`src/rtl/div_seq.sv`:
```
// Iterative radix-2 restoring divider and sequencer for the EX-stage HI/LO unit.
// Optional build macro DIV_EARLY_EXIT_EN: finish in one cycle when |a| < |b|.
module div_seq #(
    parameter int WIDTH = 32
) (
    input  logic             clk,
    input  logic             rst,
    input  logic             start_i,
    input  logic             signed_i,
    input  logic [WIDTH-1:0] a_i,
    input  logic [WIDTH-1:0] b_i,
    input  logic             cancel_i,
    input  logic             hold_i,
    output logic             stall_o,
    output logic             valid_o,
    output logic [WIDTH-1:0] lo_o,
    output logic [WIDTH-1:0] hi_o
);

    localparam int CW = (WIDTH > 1) ? $clog2(WIDTH) : 1;

    typedef enum logic [1:0] {
        IDLE = 2'd0,
        BUSY = 2'd1,
        DONE = 2'd2
    } state_t;

    state_t r_state, w_next;

    logic [WIDTH-1:0] r_rem;
    logic [WIDTH-1:0] r_quo;
    logic [WIDTH-1:0] r_b;
    logic [CW-1:0]    r_cnt;
    logic             r_negQ;
    logic             r_negR;
    logic [WIDTH-1:0] r_lo;
    logic [WIDTH-1:0] r_hi;

    logic [WIDTH-1:0] w_absA;
    logic [WIDTH-1:0] w_absB;
    logic             w_bZero;
    logic             w_early;
    logic             w_accept;
    logic             w_last;
    logic [WIDTH:0]   w_shift;
    logic             w_qbit;
    logic [WIDTH-1:0] w_sub;
    logic [WIDTH-1:0] w_remNext;
    logic [WIDTH-1:0] w_qFinal;
    logic [WIDTH-1:0] w_loFix;
    logic [WIDTH-1:0] w_hiFix;

    assign w_absA   = (signed_i && a_i[WIDTH-1]) ? (~a_i + 1'b1) : a_i;
    assign w_absB   = (signed_i && b_i[WIDTH-1]) ? (~b_i + 1'b1) : b_i;
    assign w_bZero  = (b_i == '0);
    assign w_accept = start_i && !cancel_i;
    assign w_last   = (r_cnt == CW'(WIDTH - 1));

`ifdef DIV_EARLY_EXIT_EN
    assign w_early = (w_absA < w_absB);
`else
    assign w_early = 1'b0;
`endif

    // The shifted partial remainder is WIDTH+1 bits; since it stays below 2*|b|,
    // the low WIDTH bits of the difference are exact whenever the bit is kept.
    assign w_shift   = {r_rem, r_quo[WIDTH-1]};
    assign w_qbit    = (w_shift >= {1'b0, r_b});
    assign w_sub     = w_shift[WIDTH-1:0] - r_b;
    assign w_remNext = w_qbit ? w_sub : w_shift[WIDTH-1:0];
    assign w_qFinal  = {r_quo[WIDTH-2:0], w_qbit};
    assign w_loFix   = r_negQ ? (~w_qFinal + 1'b1) : w_qFinal;
    assign w_hiFix   = r_negR ? (~w_remNext + 1'b1) : w_remNext;

    always_ff @(posedge clk or negedge rst) begin
        if (!rst) begin
            r_state <= IDLE;
        end else begin
            r_state <= w_next;
        end
    end

    always_comb begin
        w_next  = r_state;
        stall_o = 1'b0;
        valid_o = 1'b0;
        case (r_state)
            IDLE: begin
                if (w_accept) begin
                    stall_o = 1'b1;
                    w_next  = (w_bZero || w_early) ? DONE : BUSY;
                end
            end
            BUSY: begin
                if (cancel_i) begin
                    w_next = IDLE;
                end else begin
                    stall_o = 1'b1;
                    if (w_last) begin
                        w_next = DONE;
                    end
                end
            end
            DONE: begin
                valid_o = 1'b1;
                if (cancel_i || !hold_i) begin
                    w_next = IDLE;
                end
            end
            default: w_next = IDLE;
        endcase
    end

    // Result registers only change when an operation completes, so a cancel
    // leaves the previous HI/LO visible.
    always_ff @(posedge clk or negedge rst) begin
        if (!rst) begin
            r_rem  <= '0;
            r_quo  <= '0;
            r_b    <= '0;
            r_cnt  <= '0;
            r_negQ <= 1'b0;
            r_negR <= 1'b0;
            r_lo   <= '0;
            r_hi   <= '0;
        end else begin
            case (r_state)
                IDLE: begin
                    if (w_accept) begin
                        r_rem  <= '0;
                        r_quo  <= w_absA;
                        r_b    <= w_absB;
                        r_cnt  <= '0;
                        r_negQ <= signed_i && (a_i[WIDTH-1] ^ b_i[WIDTH-1]);
                        r_negR <= signed_i && a_i[WIDTH-1];
                        if (w_bZero) begin
                            r_lo <= '1;
                            r_hi <= a_i;
                        end else if (w_early) begin
                            r_lo <= '0;
                            r_hi <= a_i;
                        end
                    end
                end
                BUSY: begin
                    if (!cancel_i) begin
                        r_rem <= w_remNext;
                        r_quo <= w_qFinal;
                        r_cnt <= r_cnt + 1'b1;
                        if (w_last) begin
                            r_lo <= w_loFix;
                            r_hi <= w_hiFix;
                        end
                    end
                end
                default: ;
            endcase
        end
    end

    assign lo_o = r_lo;
    assign hi_o = r_hi;

endmodule
```
`config.mk`:
```
export PLATFORM = sky130hd
export DESIGN_NAME = div_seq
export DESIGN_NICKNAME = d
export VERILOG_FILES = /design/src/rtl/div_seq.sv
export SDC_FILE = /design/constraint.sdc
export NUM_CORES = 1
export LEC_CHECK = 0
export ABC_AREA = 1
export BUFFER_PORTS_ARGS = -buffer_cell sky130_fd_sc_hd__buf_4
export CORE_AREA = 2 2 191 146
export CTS_BUF_LIST = sky130_fd_sc_hd__clkbuf_2
export DETAILED_ROUTE_END_ITERATION = 12
export DIE_AREA = 0 0 193 148
export GPL_ROUTABILITY_DRIVEN = 0
export GPL_TIMING_DRIVEN = 1
export PLACE_DENSITY = 0.69
export SYNTH_ARGS = -nofsm -noshare
export SYNTH_HDL_FRONTEND = slang
export SYNTH_SLANG_ARGS = --single-unit
```
`constraint.sdc`:
```
create_clock -name clk -period 4.15 [get_ports clk]
set_input_delay 0.2075 -clock clk [delete_from_list [all_inputs] [get_ports clk]]
set_output_delay 0.2075 -clock clk [all_outputs]
set_load 0.05 [all_outputs]
```
Yosys cells after proc, flatten, opt, wreduce, memory -nomap -nowiden
Cells that the tools add are included.
{ "totals": {"wordCells": 78, "out_inout_bits": 66, "reg_bits": 169, "inputBits": 70} }
{ "op_classes": {"eq_ne": 9, "n_mux": 34, "bitwise": 5, "n_reduce_logical": 14, "magnitude_cmp": 1, "addsub": 6} }
{ "ops": {"columns": ["cell", "n"], "rows": [
  ["two-way mux 32 bit", 17],
  ["one-hot mux 32 bit (2 select lines)", 4],
  ["adder 32 x 1 -> 32 bit (second input constant)", 4],
  ["inverter 32 bit", 4],
  [">= comparator 33 x 32 -> 1 bit", 1],
  ["zero test 32 bit", 1],
  ["subtractor 32 bit", 1],
  ["two-way mux 2 bit", 5],
  ["two-way mux 5 bit", 2],
  ["inequality test 2 bit (second input constant)", 5],
  ["one-hot mux 5 bit (2 select lines)", 1],
  ["one-hot mux 2 bit (3 select lines)", 1],
  ["AND reduction 3 bit", 2],
  ["adder 5 x 1 -> 5 bit (second input constant)", 1],
  ["equality test 5 bit (second input constant)", 1],
  ["AND reduction 5 bit", 1],
  ["logical AND 1 bit", 4],
  ["two-way mux 1 bit", 3],
  ["inequality test 3 bit (second input constant)", 1],
  ["equality test 2 x 1 -> 1 bit (second input constant)", 1],
  ["equality test 2 bit (second input constant)", 1],
  ["zero test 1 bit", 2],
  ["zero test 2 bit", 1],
  ["one-hot mux 1 bit (2 select lines)", 1],
  ["4 further kinds", 4]
]} }

Depth between registers and ports, before layout
Gate-level depths: netlist of run 1.
{ "depth": {"ltp_word": 8, "depth_mapped": 27, "ltp_nobuf": 26} }

Least setup slack after synthesis of run 1
No wires, ideal clock.
{ "synth_timing": {"path_type": "register to register", "startpoint": "register r_rem[7]", "endpoint": "register r_lo[24], in the netlist lo_o[24]", "slack_ps": 669, "setup_ps": 82, "period_less_slack_ps": 3481, "path_buffers": 1, "path_stages_with_launch": 24, "arrival_ps": 3399, "required_ps": 4068, "path_cell_list": "dfrtp_1 ha_1 nand2_1 inv_1 a21oi_2 nand3_2 nand2_1 nand2_2 nand3_4 nand2_8 buf_8 inv_2 ha_1 nand2_1 nor3_1 nand3_1 inv_1 nand2_1 nand2_1 o21ai_0 a21oi_1 o21ai_0 or2_2 a31oi_1"} }
{ "synth_between": {"elab_chain_len": 7} }
{ "synth_lines": {"columns": ["element", "line_no", "rtl"], "rows": [
  ["start: declaration", "30", "logic [WIDTH-1:0] r_rem;"],
  ["start signal: assignment", "147", "r_rem <= w_remNext;"],
  [">= comparator 33 x 32 -> 1 bit", "68", "assign w_qbit = (w_shift >= {1'b0, r_b});"],
  ["inverter 32 bit", "72", "assign w_loFix = r_negQ ? (~w_qFinal + 1'b1) : w_qFinal;"],
  ["adder 32 x 1 -> 32 bit", "72", null],
  ["two-way mux 32 bit", "72", null],
  ["two-way mux 32 bit", "150", "if (w_last) begin"],
  ["two-way mux 32 bit", "146", "if (!cancel_i) begin"],
  ["one-hot mux 32 bit (2 select lines)", "127", "case (r_state)"],
  ["end signal: assignment", "151", "r_lo <= w_loFix;"],
  ["end: declaration", "36", "logic [WIDTH-1:0] r_lo;"]
]} }
No other way between the ends. The select of a mux whose other input is x is not followed.
A chain may end at the register's enable or synchronous reset.

Final worst setup path of run 1
{ "layout_timing": {"startpoint": "register r_rem[16]", "endpoint": "register r_hi[22], in the netlist hi_o[22]"} }
{ "layout_between": {"elab_chain_len": 8, "word_cells_on_any_way": 9, "cone_classes": "add/sub: 2; order compare: 1; mux: 5; bitwise: 1"} }
{ "layout_lines": {"columns": ["element", "line_no", "rtl"], "rows": [
  ["subtractor 32 bit / >= comparator 33 x 32 -> 1 bit (equally long branches)", "69, 68", null],
  ["two-way mux 32 bit *", "70", "assign w_remNext = w_qbit ? w_sub : w_shift[WIDTH-1:0];"],
  ["inverter 32 bit", "73", "assign w_hiFix = r_negR ? (~w_remNext + 1'b1) : w_remNext;"],
  ["adder 32 x 1 -> 32 bit", "73", null],
  ["two-way mux 32 bit *", "73", null],
  ["two-way mux 32 bit *", "150", null],
  ["two-way mux 32 bit *", "146", null],
  ["one-hot mux 32 bit (2 select lines) *", "127", null],
  ["end signal: assignment", "138", "r_hi <= a_i;"],
  ["end signal: assignment", "141", "r_hi <= a_i;"],
  ["end signal: assignment", "152", "r_hi <= w_hiFix;"],
  ["end: declaration", "37", "logic [WIDTH-1:0] r_hi;"]
]} }
Every way passes the cells marked *; elsewhere a longest branch is shown, timed or not. The select of a mux whose other input is x is not followed.

==> results of run 1 <==
-- placed cells by master (no fill, tap or decap), drive strengths merged, types with 2 or more instances in the layout --
cell type	instances
a32oi	3
xor2	37
nand3	135
nand4	31
clkinv	11
dlygate4sd3	109
o32ai	2
clkinvlp	2
nor4	13
ha	38
o21a	6
xnor2	18
buf	157
o221ai	2
o22ai	17
nor3	46
o311ai	3
dfrtp	169
o21ai	161
a221oi	3
inv	276
nand2	562
o21bai	3
o31ai	12
nor2	226
nand3b	6
a211oi	4
a31oi	20
a22oi	3
or2	5
o2111ai	3
clkbuf	18
a21oi	112
o211ai	18
-- through the flow --
step	utilization [%]	hold slack [ns]	total power, mW
floorplan	-	-0.0881	10.4
CTS	59.1	0.170	14.2
global placement	54.2	0.251	13.1
finish	59.2	0.217	14.5
global route	59.2	0.186	15.7
detailed placement	54.2	0.254	13.2
-- report_power, final --
part / internal (mW) / total, mW / switching (mW)
clock network: 0.163 / 0.816 / 0.653
logic: 3.27 / 10.8 / 7.51
registers: 2.34 / 2.92 / 0.582
-- critical path, cell delays in order, from the launching register on --
cell	delay [ns]
dfrtp_1	0.48
ha_1	0.43
nand2_1	0.14
nor2_1	0.14
inv_1	0.10
nor3_2	0.32
nand3_4	0.15
nand2_8	0.09
buf_12	0.24
nand2_1	0.11
o21ai_2	0.14
ha_1	0.26
nand3_2	0.14
nand2_1	0.13
o21ai_2	0.09
nor2_2	0.35
nand2_1	0.09
nand2_1	0.07
nand3_1	0.06
nand2_1	0.17
nand2_1	0.07
-- cells by family (layout without fill, tap and decap cells) --
kind of cell | Yosys count | after routing
adders and majority gates | 39 | 39
other | 0 | 1
and+or+nand+nor | 1026 | 1026
buffers and inverters | 349 | 573
AOI/OAI and AO/OA | 374 | 374
DFF | 169 | 169
xor gates and xnor gates | 55 | 55
-- layout make-up --
class                   instances  area, sq um  area share [%]
clock inverters                14          100           0.634
repair buffers                266         2320            14.7
clock buffers                  18         90.1           0.571
diodes                          1         2.50          0.0159
well taps                     351          439            2.78
inverters                     275         1030            6.54
multi-input cells            1494         7570            48.0
flip-flops and latches        169         4230            26.8
-- worst max-delay path by stage --
stage	start	depth (start not counted)	to	slack (ns)
floorplan	r_rem[7]$_DFFE_PN0P_	23	lo_o[24]$_DFFE_PN0P_	0.67
global placement	r_rem[25]$_DFFE_PN0P_	21	lo_o[26]$_DFFE_PN0P_	0.38
detailed placement	r_rem[25]$_DFFE_PN0P_	21	lo_o[26]$_DFFE_PN0P_	0.26
CTS	r_rem[25]$_DFFE_PN0P_	21	lo_o[26]$_DFFE_PN0P_	0.28
global route	r_rem[16]$_DFFE_PN0P_	20	hi_o[30]$_DFFE_PN0P_	0.03
finish	r_rem[16]$_DFFE_PN0P_	20	hi_o[22]$_DFFE_PN0P_	0.31
-- routing by layer --
layer / wire length [um] / part of all wire, %
met2: 18300 / 41
met3: 4790 / 11
met1: 20800 / 46
met4: 1090 / 2.4
met5: 0 / 0
-- registers in the layout, summed over array words and instances (netlist names) --
register and count:
r_cnt 5, r_state 2, r_negR 1, r_rem 32, hi_o 32, r_negQ 1
r_quo 32, lo_o 32, r_b 32
-- timing repair --
action,in CTS,in global routing
gates resized for setup,0,3
hold endpoints to repair,271,0
buffers inserted,0,1
setup endpoints to repair,0,4
hold buffers,110,0
==> summary.md, run 1 <==
| Metric | Value |
|---|---|
| Status | finished clean |
| Max VDD drop | 0.000905 V |
| Largest net degree at the start of global routing | 104 |
| Arrival @ worst endpoint | 4.59 ns |
| Worst Hold End | hi_o[1]$_DFFE_PN0P_ |
| Post-synthesis simple-gate area fraction | 33.6% |
| Met1 usage | 49.4% |
| Post-Place Cell Area | 0.0145 sq mm |
| WP data required | 4.90 ns |
| Layout cells sized above 1 | 11.3% |
| Main combinational cell family by area after synthesis | simple AND/OR/NAND/NOR gates |
| Final setup fails | 0 |
| Clk_skew | 0.0566 ns |
| Total of max-cap violations | 0 |
| Via Count | 14,624 |
| Worst-margin pin slew | 1.23 ns |
| TritonCTS buffer count | 17 |
| Final number of hold-violating endpoints | 0 |
| Final net count | 2,332 |
| Critical path fanouts, max | 44 |
| XOR/XNOR Fraction of Synth Area | 3.67% |
| Die H | 148 um |
| Area Growth Syn to Fin | 20.3% |
| Synth cell types | 57 |
| Setup CP Type | reg -> reg |
| Synthesized instance count | 2,012 |
| Fill count | 2,555 |
| Dpl ws | 0.262 ns |
| Iteration-0 DRC Markers | 1,536 |
| First-pass GRT wire length | 71,100 um |
| EDFF count, synth | 0 |
| # DRC | 0 |
| Cell taking the most area after synthesis | dfrtp_1 |
| Initial antenna violation count | 2 |
| Fin cells | 2,588 |
| Seq cells post-synth | 169 |
| Total grt overflow | 0 |
| Total wire length | 45,000 um |
| Row count | 52 |
| Worst hold path startpoint | a_i[1] |
| Synth area leaders | dfrtp_1, nand2_1, inv_1, nor2_1, o21ai_0 |
| Final Cycle Share | 92.5% |
| Yosys warns | 0 |
| Fin area | 0.0158 sq mm |
| Via density | 5.65 |
| Syn Area/Cell | 6.52 sq um |
| Leakage | 7.83 nW |
| Clock tree buffer depth | 2 |
| Seq/Total Area, Yosys | 32.2% |
| Routed len/inst | 17.4 um |
| CTS clk-pin slew, worst paths | 0.26 ns |
| Startpoint types | flop |
| Die width | 193 um |
| CP endpoint kind | flop |
| Ports | 136 |
| HPWL Detailed | 33,200 um |
| Share of the synthesized area in the top cell type | 32.2% |
| Syn Std Cell Area | 0.0131 sq mm |
| Drt first pass iters | 6 |
| Syn_nets | 2,121 |
| Mux cell area share after synthesis | 0% |
| Number of port buffers | 135 |
| GR peak layer | met1 |
| Post-route setup TNS | 0 ns |
| CTS tree | done |
| Pins Over Slew Limit | 0 |
| R2r worst-path depth | 20 |
| Met3 GRT Util | 5.91% |
| Vias in the first global route | 13,278 |
| RSZ-0062 raised after global routing | false |
| Post-Synth Adder-Cell Area | 3.78% |
| Ys async rst share | 100% |
| Final min period | 3.84 ns |
| PwrDens | 920 mW/mm^2 |
| Peak Freq | 0.260 GHz |
| Compound-Gate Fraction of Synth Area | 16.4% |
| Worst hold stages | 4 |
| FF-to-FF setup slack | 0.31 ns |
| Most used DFF post-synth | dfrtp_1 |
| Relative slew slack | 18.2% |
| Root Buffer | clkbuf_2 |
| Die area | 0.0286 sq mm |
| Post-synth top cells | nand2_1, inv_1, nor2_1, dfrtp_1, o21ai_0 |
| Placeable Area | 0.0267 sq mm |
| Min-delay worst type | in -> reg |
| Final worst slack | 0.310 ns |
| Initial core utilization | 49.2% |
| Total GRT Usage | 32.1% |
| Post-detailed-route count of antenna-violating nets | 0 |
| Worst skew pair latency | 0.85 ns |
| Worst r2r src | r_rem[16]$_DFFE_PN0P_ |
| Clock sink total | 169 |
| End of the worst register-to-register path | hi_o[22]$_DFFE_PN0P_ |
| H-tree depth | 4 |
| DP Cell Count | 2,444 |
| Met2 Use GR | 45.6% |
| Count leader, synth | nand2_1 |
(Power assumes the default switching activity.)
==> inputs of run 2 (changes only) <==
--- a/config.mk
+++ b/config.mk
@@ -13,7 +13,7 @@
 export DIE_AREA = 0 0 193 148
 export GPL_ROUTABILITY_DRIVEN = 0
 export GPL_TIMING_DRIVEN = 1
-export PLACE_DENSITY = 0.69
+export PLACE_DENSITY = 0.79
 export SYNTH_ARGS = -nofsm -noshare
 export SYNTH_HDL_FRONTEND = slang
 export SYNTH_SLANG_ARGS = --single-unit
==> summary.md, run 2 (synthesis gave the netlist of run 1 again) <==
| Metric | Value |
|---|---|
| Worst-margin pin slew | 1.20 ns (was 1.23 ns) |
| Root Buffer | clkbuf_2 (unchanged) |
| FF-to-FF setup slack | 0.26 ns (was 0.31 ns) |
| Startpoint types | flop (unchanged) |
| Via Count | 14,942 (was 14,624) |
| Pins Over Slew Limit | 0 (unchanged) |
| Leakage | 7.85 nW (was 7.83 nW) |
| Area of the multi-input gates | 0.00758 sq mm (was 0.00757 sq mm) |
| Initial antenna violation count | 1 (was 2) |
| Fill count | 2,453 (was 2,555) |
| PwrDens | 916 mW/mm^2 (was 920 mW/mm^2) |
| Post-route setup TNS | 0 ns (unchanged) |
| Most frequent cells in the layout | nand2_1, inv_1, nor2_1 (unchanged) |
| Initial core utilization | 49.2% (unchanged) |
| Total GRT Usage | 31.6% (was 32.1%) |
| Die H | 148 um (unchanged) |
| Die area | 0.0286 sq mm (unchanged) |
| Iteration-0 DRC Markers | 1,873 (was 1,536) |
| Status | finished clean (unchanged) |
| Clock sink total | 169 (unchanged) |
| Total grt overflow | 0 (unchanged) |
| Most common cell after layout, fill and taps aside | nand2_1 (unchanged) |
| HPWL Detailed | 32,700 um (was 33,200 um) |
| Placeable Area | 0.0267 sq mm (unchanged) |
| Final net count | 2,340 (was 2,332) |
| Number of port buffers | 135 (unchanged) |
| Die width | 193 um (unchanged) |
| Delay of the slowest critical-path stage | 0.48 ns (about the same) |
| Final number of hold-violating endpoints | 0 (unchanged) |
| Via density | 5.76 (was 5.65) |
| Worst path bufs/invs | 1 (was 2) |
| Total wire length | 44,700 um (was 45,000 um) |
| Worst path top cell family by delay | simple AND/OR/NAND/NOR gates (unchanged) |
| H-tree depth | 4 (unchanged) |
| Crit-path cells | ha_1, nand2_1, nor2_1, nand2_1, a21oi_2, nor2_4, nand2_8, buf_8, nand2_1, o21ai_2, nand3_1, nor2_2, nand2_1, nand2_2, o21ai_0, o21ai_1, nand2_1 (was ha_1, nand2_1, nor2_1, inv_1, nor3_2, nand3_4, nand2_8, buf_12, nand2_1, o21ai_2, ha_1, nand3_2, nand2_1, o21ai_2, nor2_2, nand2_1, nand2_1, nand3_1, nand2_1, nand2_1) |
| Final Cycle Share | 93.8% (was 92.5%) |
| Post-detailed-route count of antenna-violating nets | 0 (unchanged) |
| CP endpoint kind | flop (unchanged) |
| Largest net degree at the start of global routing | 93 (was 104) |
| FF+latch area | 0.00423 sq mm (unchanged) |
| Final setup fails | 0 (unchanged) |
| Area Growth Syn to Fin | 21.1% (was 20.3%) |
| Arrival @ worst endpoint | 4.62 ns (was 4.59 ns) |
| Routed len/inst | 17.2 um (was 17.4 um) |
| Layout cells sized above 1 | 11.2% (was 11.3%) |
| Row count | 52 (unchanged) |
| Drt first pass iters | 6 (unchanged) |
| Final min period | 3.89 ns (was 3.84 ns) |
| Critical path fanouts, max | 44 (unchanged) |
| Relative slew slack | 20.0% (was 18.2%) |
| CTS tree | done (unchanged) |
| Final worst slack | 0.259 ns (was 0.310 ns) |
| Vias in the first global route | 13,921 (was 13,278) |
| RSZ-0062 raised after global routing | false (unchanged) |
| Total of max-cap violations | 0 (unchanged) |
| CP dominant cell by count | nand2_1 (unchanged) |
| Clock tree buffer depth | 2 (unchanged) |
| First-pass GRT wire length | 71,700 um (was 71,100 um) |
| Clk_skew | 0.0646 ns (was 0.0566 ns) |
| Dpl ws | 0.176 ns (was 0.262 ns) |
| Peak Freq | 0.257 GHz (was 0.260 GHz) |
| Setup CP Type | reg -> reg (unchanged) |
| Max VDD drop | 0.000797 V (was 0.000905 V) |
| Ports | 136 (unchanged) |
| Critical path's slowest cell | dfrtp_1 (unchanged) |
| Min-delay worst type | in -> reg (unchanged) |
| WP data required | 4.88 ns (was 4.90 ns) |
| Worst skew pair latency | 0.86 ns (was 0.85 ns) |
| CTS clk-pin slew, worst paths | 0.26 ns (about the same) |
| # DRC | 0 (unchanged) |
| TritonCTS buffer count | 17 (unchanged) |
## run 2: stage by stage
step	cell area [sq um]	hold slack [ns]	power [mW]	util, %	cells
6_report	15900	0.237	14.6	59.6	2596
5_1_grt	15900	0.194	15.8	59.6	2596
4_1_cts	15900	0.188	14.2	59.5	2595
3_5_place_dp	14500	0.360	13.1	54.2	2445
3_3_place_gp	14500	0.353	12.8	54.2	2445
2_1_floorplan	13100	-0.0881	10.4	-	2012
## run 2: report_power, final
group          total (mW)  leakage, nW  internal (mW)  switching, mW
clock               0.946        0.132          0.277          0.669
sequential           2.94         2.02           2.34          0.597
combinational        10.7         5.70           3.26           7.41
## run 2: layout make-up
cell class,count,share of cell area [%]
clock inverter,15,0.953
antenna,1,0.0157
timing repair buffer,274,15.0
tap,351,2.76
sequential,169,26.6
clock buffer,17,0.535
multi-input combinational,1494,47.7
inverter,275,6.50
## run 2: worst reg2reg max path, stage by stage, from the launching register on
cell and delay, ns:
dfrtp_1 0.48, ha_1 0.41, nand2_1 0.15, nor2_1 0.28, nand2_1 0.23, a21oi_2 0.22
nor2_4 0.09, nand2_8 0.08, buf_8 0.29, nand2_1 0.14, o21ai_2 0.13, nand3_1 0.18
nor2_2 0.31, nand2_1 0.14, nand2_2 0.17, o21ai_0 0.11, o21ai_1 0.32, nand2_1 0.10
## run 2: worst paths after layout
check / cells after the start / from / to
hold reg to reg: 2 / r_b[29]$_DFFE_PN0P_ / r_b[29]$_DFFE_PN0P_
setup / recovery: 17 / r_rem[24]$_DFFE_PN0P_ / hi_o[9]$_DFFE_PN0P_
max in group asynchronous: 4 / rst / r_b[27]$_DFFE_PN0P_
min in group asynchronous: 3 / rst / r_rem[26]$_DFFE_PN0P_
setup reg to reg: 17 / r_rem[24]$_DFFE_PN0P_ / hi_o[9]$_DFFE_PN0P_
hold / removal: 4 / b_i[30] / r_b[30]$_DFFE_PN0P_
## run 2: what timing repair did
action                                  CTS  global route
resized for setup                         0             7
endpoints found under the hold margin   187             0
buffers inserted                          0             0
endpoints found under the setup margin    0            26
hold buffers                            118             0
## run 2: metal layers
metal | routed length, um | part of all wire, % | global-route usage (%)
met4 | 1270 | 2.8 | 9.92
met2 | 18500 | 41 | 45.6
met3 | 5670 | 13 | 8.71
met5 | 0 | 0 | 0
met1 | 19300 | 43 | 45.8
